### config.mk
export PLATFORM = sky130hd
export DESIGN_NAME = arbitrated_stream_mux
export DESIGN_NICKNAME = d
export VERILOG_FILES = /design/src/rtl/arbitrated_stream_mux.sv
export SDC_FILE = /design/constraint.sdc
export NUM_CORES = 1
export LEC_CHECK = 0
export ABC_AREA = 0
export CAP_MARGIN = 10
export CORE_MARGIN = 1.5
export CORE_UTILIZATION = 29
export DETAILED_ROUTE_END_ITERATION = 8
export GPL_TIMING_DRIVEN = 1
export PLACE_DENSITY = 0.93
export SYNTH_ARGS = -nofsm -noshare
export SYNTH_HDL_FRONTEND = slang
export SYNTH_SLANG_ARGS = --single-unit
### constraint.sdc
create_clock -name clk_i -period 5.1 [get_ports clk_i]
set_clock_uncertainty 0.05 [all_clocks]
set_input_delay 1.275 -clock clk_i [delete_from_list [all_inputs] [get_ports clk_i]]
set_output_delay 1.275 -clock clk_i [all_outputs]
set_load 0.005 [all_outputs]
### src/rtl/arbitrated_stream_mux.sv
// arbitrated_stream_mux: merges NUM_REQ valid/ready packet streams into one
// output stream. Round-robin arbitration between packets, lock held until the
// last beat of the granted packet transfers.
//
// Ports:
//   clk_i        clock, all state on rising edge
//   arst_ni      asynchronous active-low reset
//   req_valid_i  per-requester beat valid         [NUM_REQ]
//   req_data_i   per-requester beat payload       [NUM_REQ][DATA_WIDTH]
//   req_last_i   per-requester last-beat flag     [NUM_REQ]
//   req_ready_o  per-requester accept, one-hot    [NUM_REQ]
//   out_valid_o  merged stream valid
//   out_data_o   merged stream payload            [DATA_WIDTH]
//   out_last_o   merged stream last flag
//   out_idx_o    source index of current beat     [$clog2(NUM_REQ)]
//   out_ready_i  downstream accept
//   busy_o       high while a packet is locked
//
// Build option: define ARBITRATED_STREAM_MUX_OUT_REG_EN to add a one-entry
// output register (one cycle latency, full throughput).

module arbitrated_stream_mux #(
    parameter int NUM_REQ    = 4,
    parameter int DATA_WIDTH = 32
) (
    input  logic                                clk_i,
    input  logic                                arst_ni,
    input  logic [NUM_REQ-1:0]                  req_valid_i,
    input  logic [NUM_REQ-1:0][DATA_WIDTH-1:0]  req_data_i,
    input  logic [NUM_REQ-1:0]                  req_last_i,
    output logic [NUM_REQ-1:0]                  req_ready_o,
    output logic                                out_valid_o,
    output logic [DATA_WIDTH-1:0]               out_data_o,
    output logic                                out_last_o,
    output logic [$clog2(NUM_REQ)-1:0]          out_idx_o,
    input  logic                                out_ready_i,
    output logic                                busy_o
);

    localparam int IDX_W = $clog2(NUM_REQ);

    typedef enum logic {
        IDLE   = 1'b0,
        LOCKED = 1'b1
    } state_e;

    state_e             state_q, state_d;
    logic [IDX_W-1:0]   lock_q, lock_d;
    logic [IDX_W-1:0]   rot_q, rot_d;

    logic [NUM_REQ-1:0] valid_g;
    logic [IDX_W-1:0]   grant_idx;
    logic               grant_hit;
    logic [IDX_W-1:0]   sel_idx;
    logic               sel_valid;
    logic               sel_last;
    logic [DATA_WIDTH-1:0] sel_data;
    logic               take;
    logic               in_xfer;

    function automatic logic [IDX_W-1:0] inc_idx(input logic [IDX_W-1:0] i);
        return (int'(i) == NUM_REQ - 1) ? '0 : i + 1'b1;
    endfunction

    // Requests are ignored entirely while reset is held.
    assign valid_g = req_valid_i & {NUM_REQ{arst_ni}};

    // Rotating priority search starting at rot_q.
    always_comb begin
        int j;
        j         = 0;
        grant_idx = rot_q;
        grant_hit = 1'b0;
        for (int k = 0; k < NUM_REQ; k++) begin
            j = (int'(rot_q) + k) % NUM_REQ;
            if (!grant_hit && valid_g[IDX_W'(j)]) begin
                grant_hit = 1'b1;
                grant_idx = IDX_W'(j);
            end
        end
    end

    assign sel_idx   = (state_q == LOCKED) ? lock_q : grant_idx;
    assign sel_valid = (state_q == LOCKED) ? valid_g[lock_q] : grant_hit;
    assign sel_last  = req_last_i[sel_idx];
    assign sel_data  = req_data_i[sel_idx];
    assign in_xfer   = sel_valid & take;

    // State register.
    always_ff @(posedge clk_i or negedge arst_ni) begin
        if (!arst_ni) begin
            state_q <= IDLE;
            lock_q  <= '0;
            rot_q   <= '0;
        end else begin
            state_q <= state_d;
            lock_q  <= lock_d;
            rot_q   <= rot_d;
        end
    end

    // Next-state logic; driven by the input-side transfer.
    always_comb begin
        state_d = state_q;
        lock_d  = lock_q;
        rot_d   = rot_q;
        unique case (state_q)
            IDLE: begin
                if (grant_hit) begin
                    if (in_xfer && sel_last) begin
                        rot_d = inc_idx(grant_idx);
                    end else begin
                        state_d = LOCKED;
                        lock_d  = grant_idx;
                    end
                end
            end
            LOCKED: begin
                if (in_xfer && sel_last) begin
                    state_d = IDLE;
                    rot_d   = inc_idx(lock_q);
                end
            end
            default: begin
                state_d = IDLE;
            end
        endcase
    end

`ifdef ARBITRATED_STREAM_MUX_OUT_REG_EN
    logic                  oreg_valid_q;
    logic [DATA_WIDTH-1:0] oreg_data_q;
    logic                  oreg_last_q;
    logic [IDX_W-1:0]      oreg_idx_q;

    // Register accepts a new beat when empty or draining this cycle.
    assign take = arst_ni & (~oreg_valid_q | out_ready_i);

    always_ff @(posedge clk_i or negedge arst_ni) begin
        if (!arst_ni) begin
            oreg_valid_q <= 1'b0;
            oreg_data_q  <= '0;
            oreg_last_q  <= 1'b0;
            oreg_idx_q   <= '0;
        end else if (in_xfer) begin
            oreg_valid_q <= 1'b1;
            oreg_data_q  <= sel_data;
            oreg_last_q  <= sel_last;
            oreg_idx_q   <= sel_idx;
        end else if (out_ready_i) begin
            oreg_valid_q <= 1'b0;
        end
    end
`else
    assign take = arst_ni & out_ready_i;
`endif

    // Output logic.
    always_comb begin
        req_ready_o = '0;
        if (state_q == LOCKED || grant_hit) begin
            req_ready_o[sel_idx] = take;
        end
        busy_o = (state_q == LOCKED);
`ifdef ARBITRATED_STREAM_MUX_OUT_REG_EN
        out_valid_o = oreg_valid_q;
        out_data_o  = oreg_data_q;
        out_last_o  = oreg_last_q;
        out_idx_o   = oreg_idx_q;
`else
        out_valid_o = sel_valid;
        out_data_o  = sel_valid ? sel_data : '0;
        out_last_o  = sel_valid & sel_last;
        out_idx_o   = sel_idx;
`endif
    end

endmodule

; Word-level counts from Yosys, hierarchy flattened
; Cells that the tools add are included.
[totals]
out_inout_bits = 41
regBits = 5
inputBits = 139
wordCells = 78
[classes]
order_cmp = 7
n_bitwise = 7
muxes = 40
addsub = 5
n_reduce_logical = 11
eq_ne = 5
[ops]
columns = op, count
row1 = $bmux W32 S2, 1
row2 = $mux W32, 2
row3 = $mux W1, 18
row4 = $mux W2, 9
row5 = $lt A2 B4 Y1 const B, 4
row6 = $bmux W1 S2, 6
row7 = $and A4 B4 Y4, 2
row8 = $add A2 B1 Y2 const B, 3
row9 = $lt A2 B3 Y1 const B, 2
row10 = $reduce_and A3 Y1, 2
row11 = $logic_and A1 B1 Y1, 5
row12 = $add A2 B2 Y2 const B, 2
row13 = $eq A2 B1 Y1 const B, 2
row14 = $mux W4, 1
row15 = $ne A2 B2 Y1 const B, 2
row16 = $pmux W2 S2, 1
row17 = $and A1 B1 Y1, 3
row18 = $logic_not A1 Y1, 3
row19 = $demux W1 S2, 1
row20 = $ge A2 B1 Y1 const B, 1
row21 = $ne A2 B1 Y1 const B, 1
row22 = $not A1 Y1, 2
row23 = $pmux W1 S2, 1
row24 = $logic_or A1 B1 Y1, 1

; Longest topological paths before layout
; Gate-level depths: netlist (run 1).
[depth]
ltp_word = 21
depth_mapped = 9
depth_no_buf = 7

; Least setup slack after synthesis (run 1)
; Ideal clock, no wire load.
[synth_timing]
path_kind = input-to-output
from = input arst_ni
to = output out_data_o[11]
arrival_time_ps = 3207
n_path_buf = 2
slack_ps = 568
t_required_ps = 3775
cell_stages = 8
cell_sequence = clkbuf_8 > nor2b_4 > o221ai_2 > o2111ai_4 > mux2i_4 > buf_6 > mux4_1 > and2_1
[synth_via]
elab_chain_cells = 18
elab_cells_between_ends = 33
cone_classes = mux: 26 / bitwise: 1 / reduce/logical: 6
[synth_rtl]
columns = element, line
row1 = "start, declared", 27  ; input logic arst_ni,
row2 = $and A4 B4 Y4 (*), 66  ; assign valid_g = req_valid_i & {NUM_REQ{arst_ni}};
row3 = $bmux W1 S2, 76  ; if (!grant_hit && valid_g[IDX_W'(j)]) begin
row4 = $mux W1 (implied by the code) (2 in series), 76
row5 = $mux W1, 76
row6 = $logic_not A1 Y1, 76
row7 = $logic_and A1 B1 Y1, 76
row8 = $mux W1, 76
row9 = $logic_not A1 Y1, 76
row10 = $logic_and A1 B1 Y1, 76
row11 = $mux W1, 76
row12 = $logic_not A1 Y1, 76
row13 = $logic_and A1 B1 Y1, 76
row14 = $mux W2, 76
row15 = $mux W2, 83  ; assign sel_idx = (state_q == LOCKED) ? lock_q : grant_idx;
row16 = $bmux W32 S2, 86  ; assign sel_data = req_data_i[sel_idx];
row17 = $mux W32 (implied by the code), 86
row18 = $mux W32 (*), 172  ; out_data_o = sel_valid ? sel_data : '0;
row19 = "end, declared", 33  ; output logic [DATA_WIDTH-1:0] out_data_o,
; Mark *: on every way between the ends. The rest lies on a longest branch, timed or not. The select of a mux whose other input is x is not followed.

; Worst setup path in the final report (run 1)
[layout_timing]
from = input arst_ni
to = output out_data_o[6]
; Same word-level chain as after synthesis.

==> results of run 1 <==
-- logic make-up after synthesis --
group	Yosys count	share of synthesized area (%)
adders and majority gates	1	0.728
muxes	42	54.3
DFF	5	7.28
AOI/OAI and AO/OA	24	11.4
and+or+nand+nor	51	18.4
xor gates and xnor gates	1	0.510
buffers and inverters	19	7.43
-- power by group --
group | switching, uW | internal (uW)
logic | 610 | 1120
clock network | 18.4 | 53.6
registers | 46.1 | 59.4
-- critical path: stages --
cell	delay (ns)
dlygate4sd2_1	0.28
nor2b_4	0.15
o221ai_2	0.19
o2111ai_4	0.15
mux2i_4	0.18
buf_12	0.16
buf_12	0.12
mux4_1	0.52
and2_1	0.17
clkdlybuf4s50_1	0.44
-- Yosys cell counts, drive strengths merged (2+ instances only) --
master / n / area share (%)
a21o: 2 / 0.87
and2: 32 / 12
nor3b: 2 / 0.87
dfrtp: 5 / 7.3
inv: 7 / 1.5
nand2: 3 / 0.66
mux2i: 5 / 3.6
o2111ai: 2 / 2.4
mux4: 33 / 48
nor2b: 4 / 1.9
mux2: 4 / 2.8
buf: 8 / 4.4
nor3: 2 / 0.58
clkbuf: 4 / 1.5
nor2: 2 / 0.44
a21oi: 5 / 1.7
o21ai: 7 / 2.0
nand3: 2 / 0.58
-- per-layer routing --
metal	wire length, um	GRT usage (%)	vias up
met5	0	0	-
met3	604	5.60	26
met4	318	7.93	0
met2	4530	47.4	111
li1	-	-	1002
met1	2770	25.2	1035
-- sequential cells by signal, summed over array words and instances (netlist names) --
register  flops
busy_o        1
lock_q        2
rot_q         2
-- repair_timing --
item,4_1_cts,5_1_grt
gates cloned,2,0
resized for setup,37,4
buffers inserted,11,3
pin swaps,3,0
setup endpoints to repair,32,20
-- how the worst max path moves through the flow --
stage / startpoint / endpoint / slack (ns)
finish: arst_ni / out_data_o[6] / 0.13
CTS: req_valid_i[0] / out_data_o[18] / -0.002
global placement: req_valid_i[2] / out_data_o[19] / -0.18
detailed placement: req_valid_i[2] / out_data_o[17] / -0.24
floorplan: arst_ni / out_data_o[11] / 0.57
global route: arst_ni / out_data_o[6] / 0.006
-- metrics by stage --
stage	instances	utilization, %
final	421	69.9
after global routing	421	69.9
after CTS	418	69.1
after detailed placement	401	66.2
after global placement	401	66.2
after floorplan	143	-
-- final cells by class --
cell class / instances / area (um^2) / area share [%]
timing repair buffer: 214 / 2170 / 55.3
multi-input combinational: 119 / 1470 / 37.4
sequential: 5 / 125 / 3.19
tap: 72 / 90.1 / 2.30
clock buffer: 4 / 45.0 / 1.15
inverter: 7 / 26.3 / 0.670
==> results.ini, run 1 <==
[placement]
pre_cts_slack_ns = -0.238
port_buffers = 179
routabilityCongestion = 0.828
hpwl_um = 6660
place_area_um2 = 3710

[synth]
syn_area_um2 = 1720
syn-num-nets = 283
synth-edff-count = 0
netlist_instances = 143
synth_flop_cell = dfrtp_1
ys_async_sr_fraction_pct = 100
yosysSeqAreaShare_pct = 7.28
netlist-cell-type-count = 43
yosys_warnings = 0
syn_avg_cell_area_um2 = 12.0
ys_ff_latch = 5

[routing]
vias = 2174
avgViaCountPerCell = 5.16
firstDrtPassIters = 4
post-route-drc-count = 0
drt_iter0_drc = 76
avgRoutedWirePerCell_um = 19.5
ant_nets = 0
wl_um = 8220

[worst_setup_path]
worstReg2RegStart = rot_q[0]$_DFFE_PN0P_
end_kind = primary output
start_kind = primary input
worstPathArrival_ns = 3.64
rr_endpoint = lock_q[0]$_DFFE_PN0P_
critPathKind = primary input to primary output
r2r_slack_ns = 2.64
cp.required_ns = 3.77
worst_r2r_path_depth = 9
worst-path-max-fanout = 6

[clock_tree]
cts_hold_buf = 0
cts-root-buf = clkbuf_8
clock_latency_ns = 0.22
cts_buffers = 3
cts.sinks = 5
cts_buffer_depth = 2
htreeDepth = 1
cts_tree = built
cts.reportedPaths.clkPinSlew_ns = 0.03

[sta]
fin_crit_ns = 4.97
layout_setup_ws_ns = 0.133
fmax_mhz = 201
finalSetupViolCount = 0
slew_violations = 0
hold_ws_ns = 0.582
rsz0062_at_grt = no
worst_pin_slew_ns = 0.438
slew_headroom_pct = 70.8
finalHoldViolations = 0
finalSetupTns_ns = 0
final_min_period_over_clock_period_pct = 97.4

[min_path]
hp-class = flop to flop
min-delay-start = lock_q[1]$_DFFE_PN0P_
hold_end = lock_q[1]$_DFFE_PN0P_
hold_depth = 2

[global_route]
grt_remaining_overflow = 0
grt_pass1_wl_um = 11800
antenna_found_initial = 0
grt_pass1_vias = 2258
track_usage_pct = 24.4
grt_max_degree = 30

[power_and_ir_drop]
peakVddDrop_uv = 240
power.total_uw = 1900
p_leak_uw = 0.00169
p_per_area_nw_per_um2 = 485

[final_layout]
final_area_um2 = 3920
n_fill_cell = 428
syn_to_final_growth_pct = 128
final_common_cell = clkdlybuf4s50_1
num_antenna_cells = 0
finalNetCount = 490
final_cell_mix = clkdlybuf4s50_1 (150), and2_1 (32), buf_4 (25)
drive_gt1_share_pct = 19.8

[run_status]
status = finished clean

[floorplanning]
dieArea_um2 = 6390
rows = 27
die_x_um = 80.0
core_um2 = 5610
ios = 180
fp.dieH_um = 80.0
start_util_pct = 30.6

[run]
max-cap-violations = 0

Note: power is estimated with default switching activity, not from simulation.
==> run 2: changes to the inputs <==
Settings changed: CORE_MARGIN 1.5 to 10, TNS_END_PERCENT from default to 10.
==> results.ini, run 2 (synthesis results as in run 1) <==
[run_status]
status = finished clean

[final_layout]
num_antenna_cells = 0  ; unchanged
final_area_um2 = 3860  ; -1.7%
finalNetCount = 484  ; -1.2%
drive_gt1_share_pct = 19.0  ; -0.82 points
syn_to_final_growth_pct = 124
final_common_cell = clkdlybuf4s50_1
stdcell_count = 415  ; -1.4%
post-route-util_pct = 68.4  ; -1.6 points
final_cell_mix = clkdlybuf4s50_1 (142), dlygate4sd2_1 (33), and2_1 (32)

[sta]
fin_crit_ns = 4.89  ; -0.0808 ns
finalHoldViolations = 0  ; unchanged
rsz0062_at_grt = no
slew_violations = 0  ; unchanged
final_min_period_over_clock_period_pct = 95.8  ; -1.6 points
finalSetupViolCount = 0  ; unchanged
worst_pin_slew_ns = 0.465  ; +0.0268 ns
fmax_mhz = 205  ; +1.7%
slew_headroom_pct = 69.0  ; -1.8 points

[worst_setup_path]
end_kind = primary output
crit_slowest_cell = mux4_1
path_cells = dlygate4sd2_1, o21ba_1, o221ai_2, o2111ai_4, mux2i_4, buf_12, clkbuf_16, mux4_1, and2_1, dlygate4sd2_1
critPathKind = primary input to primary output
worst-path-max-fanout = 5  ; -1
cp.required_ns = 3.77  ; about the same
r2r_slack_ns = 2.48  ; -0.16 ns
start_kind = primary input
critPathTopFamily = buffers and inverters
max_stage_delay_ns = 0.52  ; about the same
path_common_cell = dlygate4sd2_1
crit_buf_inv = 4  ; unchanged
worstPathArrival_ns = 3.56  ; -0.08 ns

[floorplanning]
die_x_um = 97.0  ; +21%
fp.dieH_um = 97.0  ; +21%
start_util_pct = 30.5  ; -0.18 points
ios = 180  ; unchanged
rows = 27  ; unchanged
core_um2 = 5640  ; +0.60%
dieArea_um2 = 9400  ; +47%

[power_and_ir_drop]
peakVddDrop_uv = 247  ; +3.0%
p_leak_uw = 0.00167  ; -1.1%
p_per_area_nw_per_um2 = 469  ; -3.4%

[global_route]
grt_remaining_overflow = 0  ; unchanged
antenna_found_initial = 0  ; unchanged
grt_max_degree = 24  ; -20%
grt_pass1_vias = 2322  ; +2.8%
grt_pass1_wl_um = 14600  ; +25%
track_usage_pct = 19.7  ; -4.7 points

[placement]
routabilityCongestion = 0.849  ; +2.5%
numPlacedInstances = 404  ; +0.75%
hpwl_um = 8580  ; +29%
place_area_um2 = 3740  ; +0.61%
port_buffers = 179  ; unchanged

[routing]
ant_nets = 0  ; unchanged
wl_um = 9950  ; +21%
post-route-drc-count = 0  ; unchanged
vias = 2159  ; -0.69%
avgViaCountPerCell = 5.20  ; +0.75%
drt_iter0_drc = 74  ; -2.6%
firstDrtPassIters = 4  ; unchanged
avgRoutedWirePerCell_um = 24.0  ; +23%

[clock_tree]
htreeDepth = 1  ; unchanged
cts_buffer_depth = 2  ; unchanged
cts.reportedPaths.clkPinSlew_ns = 0.04  ; about the same
cts_hold_buf = 0  ; unchanged
cts_tree = built
cts_buffers = 3  ; unchanged
cts.sinks = 5  ; unchanged
clock_latency_ns = 0.23  ; about the same
cts-root-buf = clkbuf_8

[run]
max-cap-violations = 0  ; unchanged

[min_path]
hp-class = flop to flop

## run 2: stage by stage
step	total power [uW]	hold slack (ns)	setup slack (ns)	setup TNS (ns)
finish	1810	0.574	0.213	0
global route	1940	0.620	0.0805	0
CTS	1760	0.586	0.0207	0
detailed placement	1700	0.580	-0.306	-7.00
global placement	1640	0.540	-0.187	-4.54
floorplan	963	0.503	0.568	0
## run 2: worst reg2reg max path, cell delays in order, from the launching register on
cell and delay [ns]:
dfrtp_1 0.44, o21ba_1 0.22, o221ai_2 0.20, o2111ai_4 0.17, buf_4 0.16, buf_4 0.15, mux2_2 0.29, a21oi_2 0.16
buf_4 0.13, o2111ai_2 0.18, mux2_4 0.34
## run 2: area by class of cell
class	count	area, um^2
timing repair buffer	208	2100
fill	429	1790
multi-input combinational	119	1470
sequential	5	125
tap	72	90.1
clock buffer	4	45.0
inverter	7	26.3
## run 2: timing repair
item,in CTS,in global routing
cloned,1,2
pin swaps,2,3
gates resized for setup,39,10
buffers inserted,3,1
setup endpoints to repair,32,31
## run 2: worst paths after layout
check                      depth (start not counted)             startpoint               endpoint
min in group asynchronous                          2                arst_ni  lock_q[1]$_DFFE_PN0P_
max                                               10         req_valid_i[2]         out_data_o[14]
max reg2reg                                       10   rot_q[0]$_DFFE_PN0P_  lock_q[0]$_DFFE_PN0P_
max in group asynchronous                          2                arst_ni   rot_q[0]$_DFFE_PN0P_
min                                                2  lock_q[1]$_DFFE_PN0P_  lock_q[1]$_DFFE_PN0P_
min reg2reg                                        2  lock_q[1]$_DFFE_PN0P_  lock_q[1]$_DFFE_PN0P_
## run 2: layer usage
layer	vias up	track usage [%]	share of wire [%]
li1	984	-	-
met1	1060	19.7	34
met2	107	38.7	56
met3	8	6.39	8.8
met4	0	2.59	0.89
met5	-	0	0
## run 2: power breakdown
part | switching (uW) | internal [uW]
Clock | 22.2 | 53.9
Sequential | 46.7 | 59.3
Combinational | 605 | 1020
==> run 3: changes to the inputs <==
Settings changed: PLACE_DENSITY 0.93 to 0.82.
==> results.ini, run 3 (synthesis results as in run 1) <==
[run_status]
status = finished clean

[clock_tree]
cts.reportedPaths.clkPinSlew_ns = 0.03  ; about the same
cts.sinks = 5  ; unchanged
cts_buffers = 3  ; unchanged
cts_tree = built
cts_buffer_depth = 2  ; unchanged
clock_latency_ns = 0.22  ; about the same
htreeDepth = 1  ; unchanged
cts-root-buf = clkbuf_8

[power_and_ir_drop]
power.switching_uw = 680  ; +0.95%
p_int_uw = 1190  ; +5.3%
pwr-share-comb_pct = 90.4  ; +0.5 points
p_per_area_nw_per_um2 = 486  ; +3.6%
switching_share_pct = 36.3  ; -0.98 points
p_leak_uw = 0.00168  ; +0.26%
p_clk_share_pct = 3.9  ; -0.3 points
peakVddDrop_uv = 287  ; +16%
seqPwrFrac_pct = 5.7  ; -0.2 points

[sta]
fmax_mhz = 203  ; -0.68%
layout_setup_ws_ns = 0.180  ; -0.0333 ns
finalHoldViolations = 0  ; unchanged
final_min_period_over_clock_period_pct = 96.5  ; +0.65 points
worst_pin_slew_ns = 0.445  ; -0.0201 ns
rsz0062_at_grt = no
slew_headroom_pct = 70.4  ; +1.3 points
slew_violations = 0  ; unchanged
fin_crit_ns = 4.92  ; +0.0333 ns
finalSetupTns_ns = 0  ; unchanged
finalSetupViolCount = 0  ; unchanged

[worst_setup_path]
worst-path-max-fanout = 7  ; +2
start_kind = primary input
path_common_cell = dlygate4sd2_1
crit_slowest_cell = mux4_1
critPathKind = primary input to primary output
max_stage_delay_ns = 0.53  ; about the same
path_cells = dlygate4sd2_1, nor2b_4, o221ai_2, o2111ai_4, mux2i_4, buf_6, bufbuf_16, mux4_1, and2_1, dlygate4sd2_1
cp.required_ns = 3.77  ; about the same
worstPathArrival_ns = 3.59  ; +0.03 ns
end_kind = primary output

[routing]
vias = 2142  ; -0.79%
post-route-drc-count = 0  ; unchanged
drt_iter0_drc = 55  ; -26%
wl_um = 9780  ; -1.7%
avgViaCountPerCell = 5.15  ; -1.0%
ant_nets = 0  ; unchanged
avgRoutedWirePerCell_um = 23.5  ; -1.9%
firstDrtPassIters = 4  ; unchanged

[final_layout]
drive_gt1_share_pct = 21.2  ; +2.3 points
seq_area_um2 = 125  ; unchanged
finalNetCount = 485  ; +0.21%
multi_input_area_um2 = 1450  ; -1.1%
syn_to_final_growth_pct = 125  ; about the same
num_antenna_cells = 0  ; unchanged
final_cell_mix = clkdlybuf4s50_1 (141), dlygate4sd2_1 (34), and2_1 (30)
n_fill_cell = 450  ; +4.9%
final_common_cell = clkdlybuf4s50_1

[global_route]
track_usage_pct = 19.5  ; -0.15 points
grt_remaining_overflow = 0  ; unchanged
grt_pass1_vias = 2174  ; -6.4%
antenna_found_initial = 0  ; unchanged
grt_max_degree = 34  ; +42%
grt_pass1_wl_um = 14400  ; -1.7%

[floorplanning]
ios = 180  ; unchanged
start_util_pct = 30.5  ; unchanged
core_um2 = 5640  ; unchanged
dieArea_um2 = 9400  ; unchanged
rows = 27  ; unchanged
fp.dieH_um = 97.0  ; unchanged
die_x_um = 97.0  ; unchanged

[placement]
routabilityCongestion = 0.854  ; +0.59%
pre_cts_slack_ns = -0.230  ; +0.0763 ns
hpwl_um = 8070  ; -6.0%
port_buffers = 179  ; unchanged

[min_path]
hp-class = flop to flop

[run]
max-cap-violations = 0  ; unchanged

-- run 3: final cells by class --
cell class	count	share of cell area, %
multi-input combinational	119	37.6
clock buffer	4	1.17
tap	72	2.34
inverter	7	0.681
timing repair buffer	209	55.0
sequential	5	3.24
-- run 3: final timing paths --
check | startpoint | endpoint | slack [ns] | cells past startpoint
min in group asynchronous | arst_ni | rot_q[0]$_DFFE_PN0P_ | 1.13 | 2
setup / recovery | arst_ni | out_data_o[5] | 0.18 | 10
hold reg to reg | lock_q[1]$_DFFE_PN0P_ | lock_q[1]$_DFFE_PN0P_ | 0.59 | 2
setup reg to reg | rot_q[0]$_DFFE_PN0P_ | lock_q[0]$_DFFE_PN0P_ | 2.51 | 10
max in group asynchronous | arst_ni | lock_q[1]$_DFFE_PN0P_ | 3.73 | 2
hold / removal | lock_q[1]$_DFFE_PN0P_ | lock_q[1]$_DFFE_PN0P_ | 0.59 | 2
-- run 3: stage by stage --
| stage | hold WS [ns] | instance area [um^2] | util [%] | power, uW | instances |
|---|---|---|---|---|---|
| 2_1_floorplan | 0.503 | 1720 | - | 963 | 143 |
| 3_3_place_gp | 0.559 | 3720 | 65.9 | 1640 | 403 |
| 3_5_place_dp | 0.580 | 3720 | 65.9 | 1680 | 403 |
| 4_1_cts | 0.585 | 3860 | 68.5 | 1850 | 415 |
| 5_1_grt | 0.618 | 3860 | 68.4 | 2010 | 416 |
| 6_report | 0.587 | 3860 | 68.4 | 1870 | 416 |
-- run 3: timing repair --
| item | in CTS | in global routing |
|---|---|---|
| setup buffers | 5 | 1 |
| endpoints found under the setup margin | 32 | 23 |
| gates cloned | 3 | 0 |
| pin swaps | 2 | 2 |
| resized for setup | 42 | 16 |
| hold buffers | 0 | 0 |
-- run 3: metal layers --
layer	global-route usage [%]	share of wire, %	up-vias
li1	-	-	980
met1	19.9	35	1037
met2	36.8	54	113
met3	7.24	9.5	12
met4	3.95	1.7	0
met5	0	0	-
-- run 3: power by group through the flow --
stage	sequential, uW	clock (uW)	combinational, uW
after floorplan	84.8	0	878
after global routing	111	77.3	1820
after CTS	105	73.4	1670
final	106	73.9	1690
after detailed placement	106	0	1570
after global placement	103	0	1540
-- run 3: critical path: cells and delay by family --
| kind | cells | cell delay (ns) |
|---|---|---|
| buf+inv | 4 | 0.92 |
| compound gates | 2 | 0.37 |
| simple gates | 2 | 0.30 |
| mux | 2 | 0.72 |
